<file path="src/rtl/calc_seq_ctrl_pkg.sv">
// Shared key codes, state encoding and operand payload for the calculator sequencer.
// The display block decodes `state` with the same state_t encoding.
package calc_seq_ctrl_pkg;

    localparam int unsigned W_KEY   = 8;
    localparam int unsigned W_STATE = 3;
    localparam int unsigned W_CNT   = 2;
    localparam int unsigned W_VAL   = 8;

    localparam logic [W_KEY-1:0] encout_ADD  = 8'd10;
    localparam logic [W_KEY-1:0] encout_SUB  = 8'd11;
    localparam logic [W_KEY-1:0] encout_Mult = 8'd12;
    localparam logic [W_KEY-1:0] encout_Div  = 8'd13;
    localparam logic [W_KEY-1:0] encout_EQ   = 8'd14;
    localparam logic [W_KEY-1:0] encout_CLR  = 8'd15;

    typedef enum logic [W_STATE-1:0] {
        ST_ENT_A = 3'd0,
        ST_ENT_B = 3'd1,
        ST_CALC  = 3'd2,
        ST_SHOW  = 3'd3,
        ST_ERR   = 3'd4
    } state_t;

    typedef struct packed {
        logic [W_KEY-1:0] tens;
        logic [W_KEY-1:0] units;
    } operand_t;

    function automatic logic is_digit(input logic [W_KEY-1:0] code);
        return code <= 8'd9;
    endfunction

    function automatic logic is_op(input logic [W_KEY-1:0] code);
        return (code == encout_ADD) || (code == encout_SUB) ||
               (code == encout_Mult) || (code == encout_Div);
    endfunction

    // Two-digit operand value, 0..99.
    function automatic logic [W_VAL-1:0] operand_value(input operand_t op);
        return W_VAL'(op.tens * 8'd10) + W_VAL'(op.units);
    endfunction

endpackage

</file>
<file path="src/rtl/calc_seq_ctrl_digit_shift.sv">
// Two-digit decimal entry register for one operand: shift-in, clear and load-first-digit.
module calc_digit_shift
    import calc_seq_ctrl_pkg::*;
(
    input  logic             clk,
    input  logic             rst,
    input  logic             i_clear,
    input  logic             i_load_first,
    input  logic             i_shift,
    input  logic [W_KEY-1:0] i_digit,
    output operand_t         o_val,
    output logic [W_CNT-1:0] o_cnt
);

    operand_t         r_val;
    logic [W_CNT-1:0] r_cnt;

    // Third and later digits are dropped once two are held.
    always_ff @(posedge clk) begin
        if (rst || i_clear) begin
            r_val <= '0;
            r_cnt <= '0;
        end else if (i_load_first) begin
            r_val.tens  <= '0;
            r_val.units <= i_digit;
            r_cnt       <= W_CNT'(1);
        end else if (i_shift) begin
            case (r_cnt)
                2'd0: begin
                    r_val.tens  <= '0;
                    r_val.units <= i_digit;
                    r_cnt       <= W_CNT'(1);
                end
                2'd1: begin
                    r_val.tens  <= r_val.units;
                    r_val.units <= i_digit;
                    r_cnt       <= W_CNT'(2);
                end
                default: begin
                    r_val <= r_val;
                    r_cnt <= r_cnt;
                end
            endcase
        end
    end

    assign o_val = r_val;
    assign o_cnt = r_cnt;

endmodule

</file>
<file path="src/rtl/calc_seq_ctrl.sv">
// Keypad-to-arithmetic sequencer: assembles two 2-digit operands and an operator,
// fires the combinational calculation block for one cycle and holds its result.
module calc_seq_ctrl
    import calc_seq_ctrl_pkg::*;
#(
    parameter int unsigned W_OUT = 14
) (
    input  logic               clk,
    input  logic               rst,
    input  logic               key_valid,
    input  logic [W_KEY-1:0]   key_code,
    output logic [W_KEY-1:0]   A1,
    output logic [W_KEY-1:0]   A0,
    output logic [W_KEY-1:0]   B1,
    output logic [W_KEY-1:0]   B0,
    output logic [W_KEY-1:0]   OP,
    output logic               calc_rst,
    input  logic [W_OUT-1:0]   calc_out,
    output logic [W_OUT-1:0]   result,
    output logic               neg,
    output logic               err,
    output logic               result_valid,
    output logic [W_STATE-1:0] state
);

    state_t             r_state;
    logic [W_KEY-1:0]   r_op;
    logic               r_calc_rst;
    logic [W_OUT-1:0]   r_result;
    logic               r_neg;
    logic               r_err;
    logic               r_result_valid;

    operand_t           w_a;
    operand_t           w_b;
    logic [W_CNT-1:0]   w_a_cnt;
    logic [W_CNT-1:0]   w_b_cnt;
    logic               w_clr;
    logic               w_digit;
    logic               w_op_key;
    logic               w_eq;
    logic               w_show_digit;
    logic [W_VAL-1:0]   w_a_val;
    logic [W_VAL-1:0]   w_b_val;

    assign w_clr        = key_valid && (key_code == encout_CLR);
    assign w_digit      = key_valid && is_digit(key_code);
    assign w_op_key     = key_valid && is_op(key_code);
    assign w_eq         = key_valid && (key_code == encout_EQ);
    assign w_show_digit = w_digit && (r_state == ST_SHOW);
    assign w_a_val      = operand_value(w_a);
    assign w_b_val      = operand_value(w_b);

    calc_digit_shift u_digits_a (
        .clk          (clk),
        .rst          (rst),
        .i_clear      (w_clr),
        .i_load_first (w_show_digit),
        .i_shift      (w_digit && (r_state == ST_ENT_A)),
        .i_digit      (key_code),
        .o_val        (w_a),
        .o_cnt        (w_a_cnt)
    );

    // A digit in SHOW starts a fresh calculation, so B is cleared alongside.
    calc_digit_shift u_digits_b (
        .clk          (clk),
        .rst          (rst),
        .i_clear      (w_clr || w_show_digit),
        .i_load_first (1'b0),
        .i_shift      (w_digit && (r_state == ST_ENT_B)),
        .i_digit      (key_code),
        .o_val        (w_b),
        .o_cnt        (w_b_cnt)
    );

    // Sequencer FSM; calc_rst is registered so it drops together with entry to CALC.
    always_ff @(posedge clk) begin
        if (rst || w_clr) begin
            r_state        <= ST_ENT_A;
            r_op           <= '0;
            r_calc_rst     <= 1'b1;
            r_result       <= '0;
            r_neg          <= 1'b0;
            r_err          <= 1'b0;
            r_result_valid <= 1'b0;
        end else begin
            case (r_state)
                ST_ENT_A: begin
                    if (w_op_key && (w_a_cnt != '0)) begin
                        r_op    <= key_code;
                        r_state <= ST_ENT_B;
                    end
                end
                ST_ENT_B: begin
                    if (w_op_key && (w_b_cnt == '0)) begin
                        r_op <= key_code;
                    end else if (w_eq && (w_b_cnt != '0)) begin
                        r_state    <= ST_CALC;
                        r_calc_rst <= 1'b0;
                    end
                end
                ST_CALC: begin
                    if ((r_op == encout_Div) && (w_b_val == '0)) begin
                        r_state    <= ST_ERR;
                        r_err      <= 1'b1;
                        r_calc_rst <= 1'b1;
                    end else begin
                        if ((r_op == encout_SUB) && (w_a_val < w_b_val)) begin
                            r_result <= (~calc_out) + W_OUT'(1);
                            r_neg    <= 1'b1;
                        end else begin
                            r_result <= calc_out;
                            r_neg    <= 1'b0;
                        end
                        r_result_valid <= 1'b1;
                        r_state        <= ST_SHOW;
                    end
                end
                ST_SHOW: begin
                    if (w_digit) begin
                        r_state        <= ST_ENT_A;
                        r_op           <= '0;
                        r_neg          <= 1'b0;
                        r_err          <= 1'b0;
                        r_result_valid <= 1'b0;
                        r_calc_rst     <= 1'b1;
                    end
                end
                ST_ERR: begin
                    r_state <= ST_ERR;
                end
                default: begin
                    r_state    <= ST_ENT_A;
                    r_calc_rst <= 1'b1;
                end
            endcase
        end
    end

    assign A1           = w_a.tens;
    assign A0           = w_a.units;
    assign B1           = w_b.tens;
    assign B0           = w_b.units;
    assign OP           = r_op;
    assign calc_rst     = r_calc_rst;
    assign result       = r_result;
    assign neg          = r_neg;
    assign err          = r_err;
    assign result_valid = r_result_valid;
    assign state        = W_STATE'(r_state);

endmodule

</file>
<file path="config.mk">
export PLATFORM = sky130hd
export DESIGN_NAME = calc_seq_ctrl
export DESIGN_NICKNAME = d
export VERILOG_FILES = /design/src/rtl/calc_seq_ctrl_pkg.sv /design/src/rtl/calc_seq_ctrl_digit_shift.sv /design/src/rtl/calc_seq_ctrl.sv
export SDC_FILE = /design/constraint.sdc
export NUM_CORES = 1
export LEC_CHECK = 0
export ABC_CLOCK_PERIOD_IN_PS = 5500
export CAP_MARGIN = 40
export CORE_MARGIN = 8
export CORE_UTILIZATION = 35
export DETAILED_ROUTE_END_ITERATION = 16
export GPL_ROUTABILITY_DRIVEN = 1
export PLACE_DENSITY = 0.68
export SYNTH_ARGS = -nofsm -noshare
export SYNTH_HDL_FRONTEND = slang
export SYNTH_SLANG_ARGS = --single-unit
</file>
<file path="constraint.sdc">
create_clock -name clk -period 5.5 [get_ports clk]
set_clock_uncertainty 0.15 [all_clocks]
set_input_delay 1.1 -clock clk [delete_from_list [all_inputs] [get_ports clk]]
set_output_delay 1.1 -clock clk [all_outputs]
set_load 0.005 [all_outputs]
</file>
==> run metrics, run 1 <==
status=complete, no violations; syn nets=485; Synth Flop Type=dfxtp_1; Tmin final=4290 ps; IO Count=86; Post-synth EDFFs=0; CTS tree=built; Critical Path End Type=flop; CTS root buf=clkbuf_8; Tightest Pin Transition=668 ps; Cell Rows=37; H-tree depth=3; largest net degree at the start of global routing=25; antenna diode count=0; Final ANT Viol Nets=0; Final period util=77.9%; M3 GR Usage=3.97%; DRC viols=0; met1 usage=18.4%; synthesized flop and latch total=65; first-pass GRT wire length=17,400 um; Worst Path Max Fanout=13; RSZ-0062 raised after global routing=no; Multi-input gate area=2290 um2; cell taking the most area after synthesis=dfxtp_1; vias post-DR=3,321; clock buffer depth=2; Clock transition at path regs=70 ps; CTS resizes=0; M2 GR Usage=23.8%; RePlAce Congestion=0.837; part of the power in combinational logic=8.6%; placed cell count=628; post-DP HPWL=8050 um; Horiz. Die Dim=119 um; worst r2r src=u_digits_b.o_val[9]; fmax=233 MHz; share of cells above drive strength 1=8.27%; Post-layout nets=566; initial antenna violation count=0; ys async rst share=0%; TritonCTS Buffers=9; Startpoint Class=flop; die height=119 um; drt initial violations=275; initial core utilization=36.1%; DRT Pass-1 Iters=4; GR Util All Layers=14.9%; final cell utilization of the core=47.4%; Hold/Removal Path Class=reg2reg; DR vias/cell=5.16; Switch Pwr=0.000231 W; Cells after Synth=422; Fillers=1,009; Max-cap violations=0; Slew Limit Headroom=55.3%; Yosys cell types=54; die area=14,300 um2; Worst Setup SP=u_digits_b.o_val[9]; global routing's busiest layer=met2; sequential share of the synthesized area=34.8%; clk sink count=65; hold_sp=u_digits_a.o_val[15]; most frequent cell after synthesis=dfxtp_1; mapped cell area=3740 um2; Mean Syn Cell Area=8.87 um2; Ys Warns=0; post-route insts no fill=644; setup_tns=0 ps; Area growth syn-to-layout=31.3%; grt total ovfl=0; Fin. Hold Viols=0; clock power share=41.4%; crit path kind=reg2reg; Req. time, crit path=5620 ps; LEAKAGE=1.92 nW; Core ar.=10,400 um2; Worst Path Arrival=4400 ps; synth top area cells=dfxtp_1, ha_1, xnor2_1; # port buffers=85; Slew Limit Fails=0; Yosys top cell area share=34.8%; worst vdd ir=0.0950 mV; post-DR wirelength/cell=16.3 um; Clock Latency Late Sink=340 ps; Hold Buf Count CTS=0; Pwr Density=197 nW/um2; total wire length=10,500 um; sequential cell area=1300 um2; vias in the first global route=3,398; Int Pwr=0.000736 W; top cells by count, synth=dfxtp_1, nor2_1, a21oi_1, nand2_1, ha_1; final-report setup violation count=0; sw frac=23.9%; setup bufs post-CTS=0; Seq pwr share=49.9%
==> power by group through the flow <==
stage | Clock [W] | Sequential, W | Combinational, W
after floorplan | 0 | 0.000489 | 0.0000411
after global placement | 0 | 0.000493 | 0.0000810
after detailed placement | 0 | 0.000494 | 0.0000828
after CTS | 0.000411 | 0.000483 | 0.0000831
after global routing | 0.000431 | 0.000483 | 0.0000901
final | 0.000401 | 0.000483 | 0.0000833
==> layout by cell type (no fill, tap or decap), types with 10 or more instances in the layout <==
cell	netlist	layout
a211oi_2	13	13
inv_1	12	12
ha_1	34	34
dfxtp_1	65	65
nand2_1	36	36
nor2_1	37	37
clkbuf_8	0	10
clkdlybuf4s50_1	0	85
nand3_1	27	27
and3_1	13	13
xnor2_1	26	26
nor3_1	14	14
a21oi_1	36	36
==> cell families after synthesis <==
logic type,count (synthesis),synth area share [%]
AOI/OAI and AO/OA,89,17.0
xor gates and xnor gates,33,7.72
adders and majority gates,38,13.5
buffers and inverters,33,4.11
DFF,65,34.8
muxes,5,1.34
and+or+nand+nor,159,21.6
==> through the flow <==
step	hold slack (ps)	cell area, um2	total power, W	setup WS (ps)
floorplan	298	3740	0.000531	1620
global placement	291	4690	0.000574	1370
detailed placement	297	4720	0.000576	1250
CTS	307	4910	0.000977	1230
global route	350	4910	0.00100	921
finish	308	4910	0.000967	1210
==> routing by layer <==
layer / vias up / part of all wire, % / wire [um]
li1: 1669 / - / -
met1: 1553 / 44 / 4590
met5: - / 0 / 0
met3: 15 / 6.0 / 628
met4: 0 / 2.1 / 223
met2: 84 / 48 / 5040
==> state kept, by name (all words and copies together) (netlist names) <==
| register | flops |
|---|---|
| err | 1 |
| neg | 1 |
| calc_rst | 1 |
| u_digits_b.o_val | 16 |
| state | 3 |
| result | 14 |
| u_digits_a.o_cnt | 2 |
| u_digits_b.o_cnt | 2 |
| result_valid | 1 |
| u_digits_a.o_val | 16 |
| OP | 8 |
==> final timing paths <==
check,end,slack (ps),cells after the start
hold / removal,u_digits_a.o_val[15],310,2
setup / recovery,result[13],1210,14
hold reg to reg,u_digits_a.o_val[15],310,2
setup reg to reg,result[13],1210,14
==> worst max-delay path: stages, from the launching register on <==
cell and delay (ps):
dfxtp_1 440, ha_1 270, ha_1 230, fa_1 380, xor2_1 160, ha_1 340
a21oi_1 160, o21ai_0 120, xnor2_1 360, ha_1 320, a211oi_1 300, nand3_2 300
nor3_1 350, xnor2_1 120, a211oi_2 200
==> layout make-up <==
cell class	count	share of cell area, %
Multi-Input combinational cell	324	46.6
Sequential cell	65	26.5
Timing Repair Buffer	91	18.6
Tap cell	136	3.46
Clock buffer	13	3.03
Inverter	12	0.917
Clock inverter	3	0.815
Power figures use the tool's default switching activity.
==> inputs of run 2 (changes only) <==
Settings changed: ABC_CLOCK_PERIOD_IN_PS 5500 to 3530, PLACE_DENSITY 0.68 to 0.71.
Clock period 5.5 ns to 3.53 ns, I/O delays scaled along.
==> run 2 against run 1 <==
Effect of this change:
- the run now ends with negative setup slack left
- critical endpoint is now result[10]
- critical path type unchanged
- largest cell class unchanged
- clock-buffer cell count fell by 1
- final cell count rose by 5.0%
- final area rose by 13%
- total power rose by 48%
- highest routed layer unchanged
==> run metrics, run 2 (synthesis results as in run 1) <==
status=finished, violations left (was complete, no violations); violated checks=negative setup slack; IO Count=86 (unchanged); Slowest Stage Delay on Critical Path=380 ps (was 440 ps); setup_tns=-2420 ps (was 0 ps); worst vdd ir=0.140 mV (was 0.0950 mV); Seq pwr share=52.4% (was 49.9%); largest net degree at the start of global routing=24 (was 25); Int Pwr=0.00106 W (was 0.000736 W); Horiz. Die Dim=119 um (unchanged); Worst Path Max Fanout=6 (was 13); share of cells above drive strength 1=22.2% (was 8.27%); Worst Setup SP=u_digits_b.o_val[9] (unchanged); post-DR wirelength/cell=16.9 um (was 16.3 um); slowest cell on the critical path=or3b_1 (was dfxtp_1); Max-cap violations=0 (unchanged); hold_sp=u_digits_a.o_val[15] (unchanged); commonest non-fill, non-tap cell in the layout=clkdlybuf4s50_1 (unchanged); initial core utilization=36.1% (unchanged); post-DP HPWL=8540 um (was 8050 um); Tightest Pin Transition=788 ps (was 668 ps); Post-layout nets=599 (was 566); die area=14,300 um2 (unchanged); H-tree depth=3 (unchanged); crit path cell chain=ha_4, ha_4, fa_2, xor2_1, ha_1, nor2b_2, or3b_1, nand3_2, inv_2, ha_4, a211oi_2, nand3_2, clkbuf_16, nor3_4, xnor2_2, a211oi_2 (was ha_1, ha_1, fa_1, xor2_1, ha_1, a21oi_1, o21ai_0, xnor2_1, ha_1, a211oi_1, nand3_2, nor3_1, xnor2_1, a211oi_2); clock power share=37.5% (was 41.4%); Clock Latency Late Sink=340 ps (about the same); Final ANT Viol Nets=0 (unchanged); initial antenna violation count=0 (unchanged); Tmin final=3790 ps (was 4290 ps); # port buffers=85 (unchanged); Slew Limit Fails=0 (unchanged); fmax=264 MHz (was 233 MHz); Worst Setup EP=result[10] (was result[13]); grt total ovfl=0 (unchanged); drt initial violations=233 (was 275); Place WS=-311 ps (was 1250 ps); CTS root buf=clkbuf_8 (unchanged); DR vias/cell=5.31 (was 5.16); GR Util All Layers=15.7% (was 14.9%); sw frac=25.9% (was 23.9%); Switch Pwr=0.000371 W (was 0.000231 W); clk sink count=65 (unchanged); r2r setup slk=-260 ps (was 1210 ps); Clock transition at path regs=70 ps (about the same); CTS tree=built (unchanged); Fin. Hold Viols=0 (unchanged); die height=119 um (unchanged); Pwr Density=257 nW/um2 (was 197 nW/um2); DRC viols=0 (unchanged); Slew Limit Headroom=47.3% (was 55.3%); most used cell, CP=ha_4 (was ha_1); clock buffer depth=2 (unchanged); RSZ-0062 raised after global routing=yes (was no); LEAKAGE=2.17 nW (was 1.92 nW); Critical Path End Type=flop (unchanged); Critical path buffers and inverters=2 (was 0); Hold Buf Count CTS=0 (unchanged); first-pass GRT wire length=18,100 um (was 17,400 um); DRT Pass-1 Iters=5 (was 4); total wire length=11,400 um (was 10,500 um); worst r2r src=u_digits_b.o_val[9] (unchanged); setup ws final=-261 ps (was 1210 ps); Core ar.=10,400 um2 (unchanged); Levels on crit path=16 (was 14); vias in the first global route=3,559 (was 3,398); R2R depth=16 (was 14); most frequent cells in the layout=clkdlybuf4s50_1, dfxtp_1, nand2_1 (was clkdlybuf4s50_1, dfxtp_1, nor2_1); final cell utilization of the core=53.6% (was 47.4%); Worst Path Arrival=3910 ps (was 4400 ps); crit path kind=reg2reg (unchanged); Startpoint Class=flop (unchanged); TritonCTS Buffers=9 (unchanged); part of the power in combinational logic=10.0% (was 8.6%); Final period util=107% (was 77.9%); Cell Rows=37 (unchanged); final-report setup violation count=14 (was 0); r2r endpoint=result[10] (was result[13]); Req. time, crit path=3650 ps (was 5620 ps); Area growth syn-to-layout=48.6% (was 31.3%); CP delay by family, top=adder cells (unchanged); RePlAce Congestion=0.871 (was 0.837); Hold/Removal Path Class=reg2reg (unchanged); antenna diode count=0 (unchanged); vias post-DR=3,591 (was 3,321)
run 2: changes by cell type in the layout (fill, tap and decap cells not counted), moves of 3 or more:
cell / previous run / this run
buf_12: 0 / 3
buf_4: 5 / 32
dfxtp_1: 65 / 62
ha_1: 34 / 24
ha_4: 0 / 8
nor3_1: 14 / 5
nor3_4: 0 / 9
nor3b_1: 5 / 1
nor3b_2: 0 / 3
xnor2_1: 26 / 19
xnor2_2: 0 / 7
run 2: worst register-to-register path, cell delays in order, from the launching register on:
cell       delay, ps
dfxtp_4          350
ha_4             240
ha_4             160
fa_2             330
xor2_1           150
ha_1             360
nor2b_2          150
or3b_1           380
nand3_2           90
inv_2             50
ha_4             150
a211oi_2         250
nand3_2          170
clkbuf_16        220
nor3_4           230
xnor2_2           90
a211oi_2         180
run 2: worst min path at each step:
stage                     slack (ps)                    to  depth (start not counted)
after floorplan                  300  u_digits_b.o_val[15]                          2
after global routing             330                   neg                          2
final                            310  u_digits_a.o_val[15]                          2
after global placement           290  u_digits_a.o_val[15]                          2
after detailed placement         290  u_digits_b.o_val[15]                          2
after CTS                        310  u_digits_a.o_val[15]                          2
run 2: what timing repair did:
action	CTS	global route
pin swaps	29	22
cloned	1	1
gates resized for setup	16	28
endpoints found under the hold margin	0	0
buffers inserted	6	1
setup endpoints to repair	13	14
run 2: routing by layer:
layer / part of all wire, % / wire (um) / track usage, % / vias up
met5: 0 / 0 / 0 / -
met4: 2.7 / 304 / 6.95 / 0
met3: 5.6 / 641 / 3.73 / 24
met2: 51 / 5780 / 27.0 / 112
met1: 41 / 4670 / 18.3 / 1714
li1: - / - / - / 1741
run 2: final cells by class:
cell class,count,area [um2]
clock buffer,12,135
inverter,12,45.0
clock inverter,3,18.8
sequential,65,1310
multi-input combinational,324,2660
fill,907,4810
timing repair buffer,124,1220
tap,136,170
run 2: per-stage QoR:
| step | instance area [um2] | hold slack, ps | power, W | std cells |
|---|---|---|---|---|
| detailed placement | 5040 | 295 | 0.000901 | 652 |
| CTS | 5370 | 310 | 0.00144 | 674 |
| global route | 5560 | 334 | 0.00149 | 676 |
| global placement | 5030 | 290 | 0.000897 | 651 |
| finish | 5560 | 308 | 0.00143 | 676 |
| floorplan | 3870 | 298 | 0.000828 | 422 |
run 2: power groups by stage:
stage | Sequential, W | Combinational [W] | Clock, W
4_1_cts | 0.000750 | 0.000137 | 0.000551
3_3_place_gp | 0.000767 | 0.000130 | 0
3_5_place_dp | 0.000767 | 0.000134 | 0
2_1_floorplan | 0.000761 | 0.0000668 | 0
6_report | 0.000750 | 0.000144 | 0.000537
5_1_grt | 0.000751 | 0.000156 | 0.000585
==> inputs of run 3 (changes only) <==
Settings changed: SLEW_MARGIN from default to 15.
==> results of run 3 <==
No change in the layout: final DEF, timing and power equal those of run 2.
